<file path="src/rtl/pht_pkg.sv">
// Shared definitions for the pattern history table.
//   pht_state_e : table state, sweeping INIT or serving READY
//   sat_next    : saturating counter step, width given at the call site
//   PHT_DEF_*   : default counter width and initial counter value
package pht_pkg;

    typedef enum logic [0:0] {
        PHT_INIT  = 1'b0,
        PHT_READY = 1'b1
    } pht_state_e;

    localparam int PHT_DEF_CTR_W = 2;
    localparam logic [PHT_DEF_CTR_W-1:0] PHT_DEF_INIT_VAL = {PHT_DEF_CTR_W{1'b1}};

    // Saturating step of a ctr_w-bit counter, carried in 32 bits so one
    // function serves every counter width. ctr must already fit in ctr_w bits.
    function automatic logic [31:0] sat_next(
        input logic [31:0] ctr,
        input logic        taken,
        input int unsigned ctr_w
    );
        logic [31:0] max_v;
        logic [31:0] res;
        max_v = (32'd1 << ctr_w) - 32'd1;
        if (taken) begin
            if (ctr >= max_v) begin
                res = max_v;
            end else begin
                res = ctr + 32'd1;
            end
        end else begin
            if (ctr == 32'd0) begin
                res = 32'd0;
            end else begin
                res = ctr - 32'd1;
            end
        end
        return res;
    endfunction

endpackage

</file>
<file path="src/rtl/pht_sat_ctr_next.sv">
// Combinational saturating increment/decrement of one counter.
// Also usable wherever a hysteresis counter is needed (e.g. BTB).
//   i_ctr      : current counter value
//   i_taken    : 1 = count up, 0 = count down
//   o_ctr_next : next value, clamped to [0, 2^CTR_W-1]
module pht_sat_ctr_next
    import pht_pkg::*;
#(
    parameter int CTR_W = PHT_DEF_CTR_W
)(
    input  logic [CTR_W-1:0] i_ctr,
    input  logic             i_taken,
    output logic [CTR_W-1:0] o_ctr_next
);

    assign o_ctr_next = CTR_W'(sat_next(32'(i_ctr), i_taken, CTR_W));

endmodule

</file>
<file path="src/rtl/pht_counter_table.sv">
// Pattern history table: ENTRIES saturating CTR_W-bit direction counters.
// One registered prediction read port, one update port, optional gshare
// indexing and an init/clear sweep that writes INIT_VAL to every entry.
//   clk, resetn         : clock, synchronous active-low reset
//   clear_req           : re-initialise all counters and the history
//   ready               : table initialised, requests accepted
//   pred_valid/pc_idx   : prediction request
//   pred_resp_valid     : response valid one cycle after an accepted request
//   pred_taken/ctr/idx  : counter MSB, counter value, final index used
//   upd_valid/idx/taken : resolved-branch update of one counter
//   ghr                 : global history, LSB = newest resolved outcome
module pht_counter_table
    import pht_pkg::*;
#(
    parameter int               ENTRIES  = 256,
    parameter int               CTR_W    = PHT_DEF_CTR_W,
    parameter logic [CTR_W-1:0] INIT_VAL = {CTR_W{1'b1}},
    parameter bit               GSHARE   = 1'b1,
    localparam int              IDX_W    = $clog2(ENTRIES)
)(
    input  logic             clk,
    input  logic             resetn,
    input  logic             clear_req,
    output logic             ready,
    input  logic             pred_valid,
    input  logic [IDX_W-1:0] pred_pc_idx,
    output logic             pred_resp_valid,
    output logic             pred_taken,
    output logic [CTR_W-1:0] pred_ctr,
    output logic [IDX_W-1:0] pred_idx,
    input  logic             upd_valid,
    input  logic [IDX_W-1:0] upd_idx,
    input  logic             upd_taken,
    output logic [IDX_W-1:0] ghr
);

    localparam logic [IDX_W-1:0] LAST_IDX = IDX_W'(ENTRIES - 1);

    pht_state_e       r_state;
    pht_state_e       w_state_nxt;
    logic [IDX_W-1:0] r_ptr;
    logic [IDX_W-1:0] w_ptr_nxt;
    logic [CTR_W-1:0] r_ctr [ENTRIES];
    logic [IDX_W-1:0] r_ghr;

    logic             r_resp_valid;
    logic             r_pred_taken;
    logic [CTR_W-1:0] r_pred_ctr;
    logic [IDX_W-1:0] r_pred_idx;

    logic             w_ready;
    logic [IDX_W-1:0] w_lkp_idx;
    logic             w_pred_acc;
    logic             w_upd_en;
    logic [CTR_W-1:0] w_upd_cur;
    logic [CTR_W-1:0] w_upd_nxt;
    logic [CTR_W-1:0] w_rd_ctr;
    logic             w_wr_en;
    logic [IDX_W-1:0] w_wr_idx;
    logic [CTR_W-1:0] w_wr_data;

    assign w_ready    = (r_state == PHT_READY);
    // Lookup hashes with the history as it stood before this cycle's update.
    assign w_lkp_idx  = GSHARE ? (pred_pc_idx ^ r_ghr) : pred_pc_idx;
    assign w_pred_acc = w_ready & pred_valid;
    // A clear in the same cycle wins over the update.
    assign w_upd_en   = w_ready & upd_valid & ~clear_req;
    assign w_upd_cur  = r_ctr[upd_idx];

    pht_sat_ctr_next #(
        .CTR_W      (CTR_W)
    ) u_sat (
        .i_ctr      (w_upd_cur),
        .i_taken    (upd_taken),
        .o_ctr_next (w_upd_nxt)
    );

    // Write-to-read bypass: a same-index update is visible to the lookup.
    assign w_rd_ctr = (w_upd_en && (upd_idx == w_lkp_idx)) ? w_upd_nxt : r_ctr[w_lkp_idx];

    // State register and sweep pointer
    always_ff @(posedge clk) begin
        if (!resetn) begin
            r_state <= PHT_INIT;
            r_ptr   <= {IDX_W{1'b0}};
        end else begin
            r_state <= w_state_nxt;
            r_ptr   <= w_ptr_nxt;
        end
    end

    // Next-state logic: sweep every entry once, then serve until cleared
    always_comb begin
        w_state_nxt = r_state;
        w_ptr_nxt   = r_ptr;
        case (r_state)
            PHT_INIT: begin
                if (clear_req) begin
                    w_ptr_nxt = {IDX_W{1'b0}};
                end else if (r_ptr == LAST_IDX) begin
                    w_state_nxt = PHT_READY;
                    w_ptr_nxt   = {IDX_W{1'b0}};
                end else begin
                    w_ptr_nxt = r_ptr + IDX_W'(1'b1);
                end
            end
            PHT_READY: begin
                if (clear_req) begin
                    w_state_nxt = PHT_INIT;
                    w_ptr_nxt   = {IDX_W{1'b0}};
                end else begin
                    w_state_nxt = PHT_READY;
                end
            end
            default: begin
                w_state_nxt = PHT_INIT;
                w_ptr_nxt   = {IDX_W{1'b0}};
            end
        endcase
    end

    // Single table write port, shared by the sweep and the update path
    always_comb begin
        w_wr_en   = 1'b0;
        w_wr_idx  = {IDX_W{1'b0}};
        w_wr_data = {CTR_W{1'b0}};
        case (r_state)
            PHT_INIT: begin
                w_wr_en   = 1'b1;
                w_wr_idx  = r_ptr;
                w_wr_data = INIT_VAL;
            end
            PHT_READY: begin
                w_wr_en   = w_upd_en;
                w_wr_idx  = upd_idx;
                w_wr_data = w_upd_nxt;
            end
            default: begin
                w_wr_en = 1'b0;
            end
        endcase
    end

    // Counter array; contents need no reset because the sweep rewrites them
    always_ff @(posedge clk) begin
        if (resetn && w_wr_en) begin
            r_ctr[w_wr_idx] <= w_wr_data;
        end
    end

    // Global history: shifted by resolved branches only, zeroed by a clear
    always_ff @(posedge clk) begin
        if (!resetn) begin
            r_ghr <= {IDX_W{1'b0}};
        end else if (w_ready && clear_req) begin
            r_ghr <= {IDX_W{1'b0}};
        end else if (w_upd_en) begin
            r_ghr <= (r_ghr << 1) | IDX_W'(upd_taken);
        end else begin
            r_ghr <= r_ghr;
        end
    end

    // Prediction response registers; data holds while no request is accepted
    always_ff @(posedge clk) begin
        if (!resetn) begin
            r_resp_valid <= 1'b0;
            r_pred_taken <= 1'b0;
            r_pred_ctr   <= {CTR_W{1'b0}};
            r_pred_idx   <= {IDX_W{1'b0}};
        end else begin
            r_resp_valid <= w_pred_acc;
            if (w_pred_acc) begin
                r_pred_taken <= w_rd_ctr[CTR_W-1];
                r_pred_ctr   <= w_rd_ctr;
                r_pred_idx   <= w_lkp_idx;
            end
        end
    end

    assign ready           = w_ready;
    assign pred_resp_valid = r_resp_valid;
    assign pred_taken      = r_pred_taken;
    assign pred_ctr        = r_pred_ctr;
    assign pred_idx        = r_pred_idx;
    assign ghr             = r_ghr;

endmodule

</file>
<file path="config.mk">
export PLATFORM = sky130hd
export DESIGN_NAME = pht_counter_table
export DESIGN_NICKNAME = d
export VERILOG_FILES = /design/src/rtl/pht_pkg.sv /design/src/rtl/pht_sat_ctr_next.sv /design/src/rtl/pht_counter_table.sv
export SDC_FILE = /design/constraint.sdc
export NUM_CORES = 1
export LEC_CHECK = 0
export CORE_MARGIN = 3
export CORE_UTILIZATION = 40
export CTS_CLUSTER_DIAMETER = 200
export DETAILED_ROUTE_END_ITERATION = 12
export HOLD_SLACK_MARGIN = 0.03
export SLEW_MARGIN = 20
export SYNTH_ARGS = -nofsm -noshare
export SYNTH_HDL_FRONTEND = slang
export SYNTH_HIERARCHICAL = 1
export SYNTH_SLANG_ARGS = --single-unit
</file>
<file path="constraint.sdc">
create_clock -name clk -period 12.67 [get_ports clk]
set_clock_uncertainty 0.2 [all_clocks]
set_input_delay 2.534 -clock clk [delete_from_list [all_inputs] [get_ports clk]]
set_output_delay 2.534 -clock clk [all_outputs]
set_load 0.05 [all_outputs]
</file>
Word level (Yosys, flattened, before mapping)
Memories as Yosys holds them, arrays and structs flattened. Cells that the tools add are included. W data, S select, Z words.

Memories kept: 1. Output and inout port bits: 21. RAM bits: 512. Input bits: 22. Word-level logic and storage cells: 45. Bits in registers: 29.

Memories: r_ctr (words 256, width 2, rd ports 2, clocked after Yosys merged registers in 0, write ports 1, line pht_counter_table.sv:43) `logic [CTR_W-1:0] r_ctr [ENTRIES];`.

Mux-type cells: 17. Eq/ne operators: 3. Magnitude comparators: 1. Reduce and logical (&&, ||, !) cells: 5. Bitwise operators: 8. Add/subtract/negate cells: 3.

Operators by type and width (number): $pmux W8 S2 (2); $mux W8 (3); $add A8 B1 Y8 const B (1); $eq A8 B8 Y1 (1); $eq A8 B8 Y1 const B (1); $mux W2 (4); $or A8 B1 Y8 (1); $xor A8 B8 Y8 (1); $mux W1 (5); $pmux W1 S2 (2); $pmux W2 S2 (1); $and A1 B1 Y1 (3); $logic_and A1 B1 Y1 (3); $not A1 Y1 (3); $add A2 B1 Y2 const B (1); $ge A2 B2 Y1 const B (1); $logic_not A2 Y1 (1); $ne A2 B2 Y1 const B (1); $reduce_or A2 Y1 (1); $sub A2 B1 Y2 const B (1).

Logic depth before layout (Yosys ltp)
Depth in word-level cells: 6. Mapped depth: 13. Gate-level depth less buffers: 10.

By module
The synthesis kept the hierarchy.

By module, submodules not included: pht_counter_table (area each 26212.6 um^2, sequential area each 15935.3 um^2, times used 1, cells an instance 1619); pht_sat_ctr_next (area each 26.3 um^2, sequential area each 0.0 um^2, times used 1, cells an instance 3).

Worst setup path before layout
Ideal clock, no wire load.

Kind: input port to flip-flop. Start: input port upd_idx[1]. End: memory r_ctr[0][0] (netlist name) (data pin). Setup time: 901 ps. Path slack: 3097 ps. Stages on the path: 11. Buffers on the path: 3. Arrival time: 8472 ps. Path through: clkbuf_1 clkbuf_1 buf_1 mux4_2 mux4_2 mux4_2 a22oi_1 nand3_1 inv_1 maj3_2 nand2b_1.

Longest elaborated chain between the ends: 5. Elaborated cells between the ends (all ways): 9. Classes of those cells: add/sub (2); order compare (1); mux (4); reduce/logical (1); memory (1).

Ends and longest elaborated chain: from (decl) (line pht_counter_table.sv:32) `input logic [IDX_W-1:0] upd_idx,`; $mem_v2 Z256 W2 *; net w_upd_cur[0] (line pht_counter_table.sv:55) `logic [CTR_W-1:0] w_upd_cur;`; $sub A2 B1 Y2, or another cell as far along (line pht_pkg.sv:35) `res = ctr - 32'd1;`; $mux W2 (on tied branches) (line pht_pkg.sv:32, pht_pkg.sv:26); $mux W2 * (line pht_pkg.sv:25) `if (taken) begin`; net w_upd_nxt[0] (line pht_counter_table.sv:56) `logic [CTR_W-1:0] w_upd_nxt;`; $pmux W2 S2 * (line pht_counter_table.sv:127) `case (r_state)`; net w_wr_data[0] (line pht_counter_table.sv:60) `logic [CTR_W-1:0] w_wr_data;`; to (decl) (line pht_counter_table.sv:43).

The timed path passes the listed nets; every way through them passes the cells marked *.

Final worst setup path
Start: input port upd_idx[0]. End: memory r_ctr[173][0] (netlist name) (data pin).

The elaborated chain is that of the path after synthesis.

==> flow_summary.json <==
{
  "worst_pin_slew_ns": 1.15,
  "detail_route.first_pass.iterations": 5,
  "core_region_area_um2": 64700,
  "gpl.final_weighted_congestion": 0.885,
  "clock_tree.buffer_depth": 3,
  "ctsHtreeMaxLevel": 2,
  "crit_type": "input pin to flip-flop",
  "critPathArrivalTime_ns": 7.74,
  "timing.critical_path.required_ns": 12.75,
  "finalSetupTns_ns": 0,
  "syn-mean-instance-area_um2": 16.2,
  "tritoncts_clock_tree": "done",
  "placed_cell_area_um2": 27600,
  "timing.max_slew.rel_slack_pct": 23.2,
  "final_design_area_no_fill_um2": 29400,
  "num-nets-final": 1663,
  "synthMostInstantiatedCell": "sky130_fd_sc_hd__edfxtp_1",
  "dominantRegCellSynth": "sky130_fd_sc_hd__edfxtp_1",
  "yosysUniqueCellTypes": 45,
  "top_layer_used": "met5",
  "number_of_nets_with_antenna_violations_after_detailed_routing": 0,
  "layout.area.seq_um2": 15900,
  "met2_length_um": 36200,
  "synth_commonest_cells": "512 x sky130_fd_sc_hd__edfxtp_1, 296 x sky130_fd_sc_hd__nor2_1, 286 x sky130_fd_sc_hd__mux4_2, 134 x sky130_fd_sc_hd__nand2_1, 72 x sky130_fd_sc_hd__clkbuf_1",
  "tritoncts.num_buffers": 57,
  "area_of_the_multi_input_gates_um2": 9830,
  "edff_count_synth": 512,
  "die_height_um": 262,
  "rsz0062_at_grt": "no",
  "finish.utilization_pct": 45.5,
  "drive_above_1_share_pct": 26.1,
  "period_share_pct": 60.5,
  "power.density_cell_area_nw_per_um2": 130,
  "total_leakage_power_nw": 9.35,
  "wl_met1_um": 29700,
  "antenna_found_initial": 2,
  "syn_nets": 1645,
  "std_cell_rows": 93,
  "postCtsSetupRepairBufs": 0,
  "wire_length_on_met3_um": 7500,
  "dp_hpwl_um": 45800,
  "final-setup-viol-count": 0,
  "detail_route.iter0.violations": 2148,
  "detail_route.vias_per_cell": 6.32,
  "fp.dieArea_um2": 68700,
  "routed_wl_um": 76100,
  "critPathCaptureType": "flip-flop",
  "min_path_type": "flip-flop to flip-flop",
  "synthesis.area_um2": 26200,
  "start_util_pct": 40.6,
  "max_clock_freq_mhz": 130,
  "post_cts_resized": 0,
  "route.vias.total": 16100,
  "post-route-min-period_ns": 7.66,
  "remaining_drc_errors": 0,
  "fillers": 5630,
  "clock_pin_slew_worst_setup_and_hold_paths_ns": 0.06,
  "final-hold-violation-count": 0,
  "io_buffers": 42,
  "timing.final.max_slew_violations": 0,
  "synthArstFlopShare_pct": 0,
  "outcome": "complete, no violations",
  "syn2layout_area_growth_pct": 12.2,
  "yosys_register_bits": 540,
  "yosys_warnings": 6,
  "fraction_of_synthesized_cell_area_taken_by_the_top_area_cell_type_pct": 58.6,
  "grt_pass1_wl_um": 111000,
  "grt.total_usage_pct": 22.4,
  "synth-seq-area-share_pct": 60.7,
  "critPathMaxFanout": 190,
  "insertion_delay_ns": 0.63,
  "drv.max_cap_violation_count": 0,
  "avgRoutedWirePerCell_um": 29.9,
  "top_level_ports": 43,
  "post_synth_main_area_contributors": "sky130_fd_sc_hd__edfxtp_1 59%, sky130_fd_sc_hd__mux4_2 25%, sky130_fd_sc_hd__nor2_1 4.2%",
  "clock_tree.root_cell": "sky130_fd_sc_hd__clkbuf_16",
  "worst_ir_drop_on_vdd_mv": 0.102,
  "grt_pass1_vias": 16400,
  "synthesis.instances": 1622,
  "die_extent_in_x_um": 262,
  "cts_hold_buffers": 0,
  "maximum_number_of_pins_on_one_net_before_global_route_repair": 191,
  "cts.sinks": 540,
  "synth_top_cell_by_area": "sky130_fd_sc_hd__edfxtp_1",
  "grt.overflow.total": 0,
  "startpoint_type": "input pin"
}
worst paths after layout:
path,start,depth (start not counted),endpoint,slack (ns)
worst min-delay path,pred_idx[5],2,pred_idx[5],0.30
worst min register to register,pred_idx[5],2,pred_idx[5],0.30
worst max register to register,r_ctr[0][0],9,r_ctr[173][0],8.02
worst max-delay path,upd_idx[0],11,r_ctr[173][0],5.01
sequential cells by signal, indices dropped and copies added (netlist names):
signal / count
pred_resp_valid: 1
ready: 1
pred_taken: 1
r_ctr: 512
pred_ctr: 1
r_ptr: 8
ghr: 8
pred_idx: 8
routing by layer:
metal,GRT usage [%],up-vias
met5,0,-
met4,7.90,2
met3,4.41,194
met2,35.9,885
met1,30.7,8420
li1,-,6578
cell type report:
class | instances | share of cell area, %
clock inverters | 37 | 1.19
well taps | 855 | 3.63
inverters | 2 | 0.0255
clock buffers | 71 | 5.16
multi-input cells | 958 | 33.4
diodes | 1 | 0.00850
repair buffers | 81 | 2.49
flip-flops and latches | 540 | 54.1
layout by cell type, fill, tap and decap left out, drive strengths merged, types with 10 or more instances in the layout:
cell	synthesis	final
xnor2	17	17
edfxtp	512	512
mux4	286	286
clkdlybuf4s50	0	38
a22oi	30	30
clkinv	0	23
nand4	18	18
nor2	296	296
buf	50	42
o21ai	16	16
nand2	134	134
clkbuf	72	72
a21oi	24	24
xor2	10	10
nand2b	12	12
nand3	25	25
dfxtp	28	28
worst max-delay path, cell delays in order:
cell and delay (ns):
sky130_fd_sc_hd__clkbuf_8 0.56, sky130_fd_sc_hd__buf_4 0.83, sky130_fd_sc_hd__mux4_2 0.61, sky130_fd_sc_hd__mux4_2 0.49
sky130_fd_sc_hd__mux4_2 0.47, sky130_fd_sc_hd__a22oi_1 0.21, sky130_fd_sc_hd__nand3_1 0.14, sky130_fd_sc_hd__inv_1 0.08
sky130_fd_sc_hd__maj3_2 0.19, sky130_fd_sc_hd__nand2b_4 0.59, sky130_fd_sc_hd__buf_12 0.53
logic make-up (layout without fill, tap and decap cells):
kind of cell | count (synthesis) | after routing | synth area share, %
DFF | 540 | 540 | 60.7
and+or+nand+nor | 510 | 510 | 7.95
muxes | 294 | 294 | 24.9
AOI/OAI and AO/OA | 124 | 124 | 3.27
buffers and inverters | 124 | 191 | 2.16
xor gates and xnor gates | 27 | 27 | 0.901
adders and majority gates | 3 | 3 | 0.134
other | 0 | 1 | 0
stage by stage:
stage | hold slack [ns] | setup slack [ns] | std cells | total power (W)
after floorplan | 0.301 | 3.10 | 1622 | 0.00213
after global routing | 0.323 | 4.70 | 2544 | 0.00395
after global placement | 0.289 | 4.46 | 2436 | 0.00221
after detailed placement | 0.295 | 4.42 | 2436 | 0.00221
final | 0.303 | 5.01 | 2545 | 0.00384
after CTS | 0.304 | 5.10 | 2544 | 0.00387
where the power goes:
group / total, W / internal, W / switching (W) / leakage (nW)
sequential: 0.00192 / 0.00192 / 0.000000455 / 5.37
clock: 0.00167 / 0.000957 / 0.000716 / 0.900
combinational: 0.000246 / 0.000109 / 0.000137 / 3.08
total: 0.00384 / 0.00299 / 0.000853 / 9.35
Power figures use the tool's default switching activity.
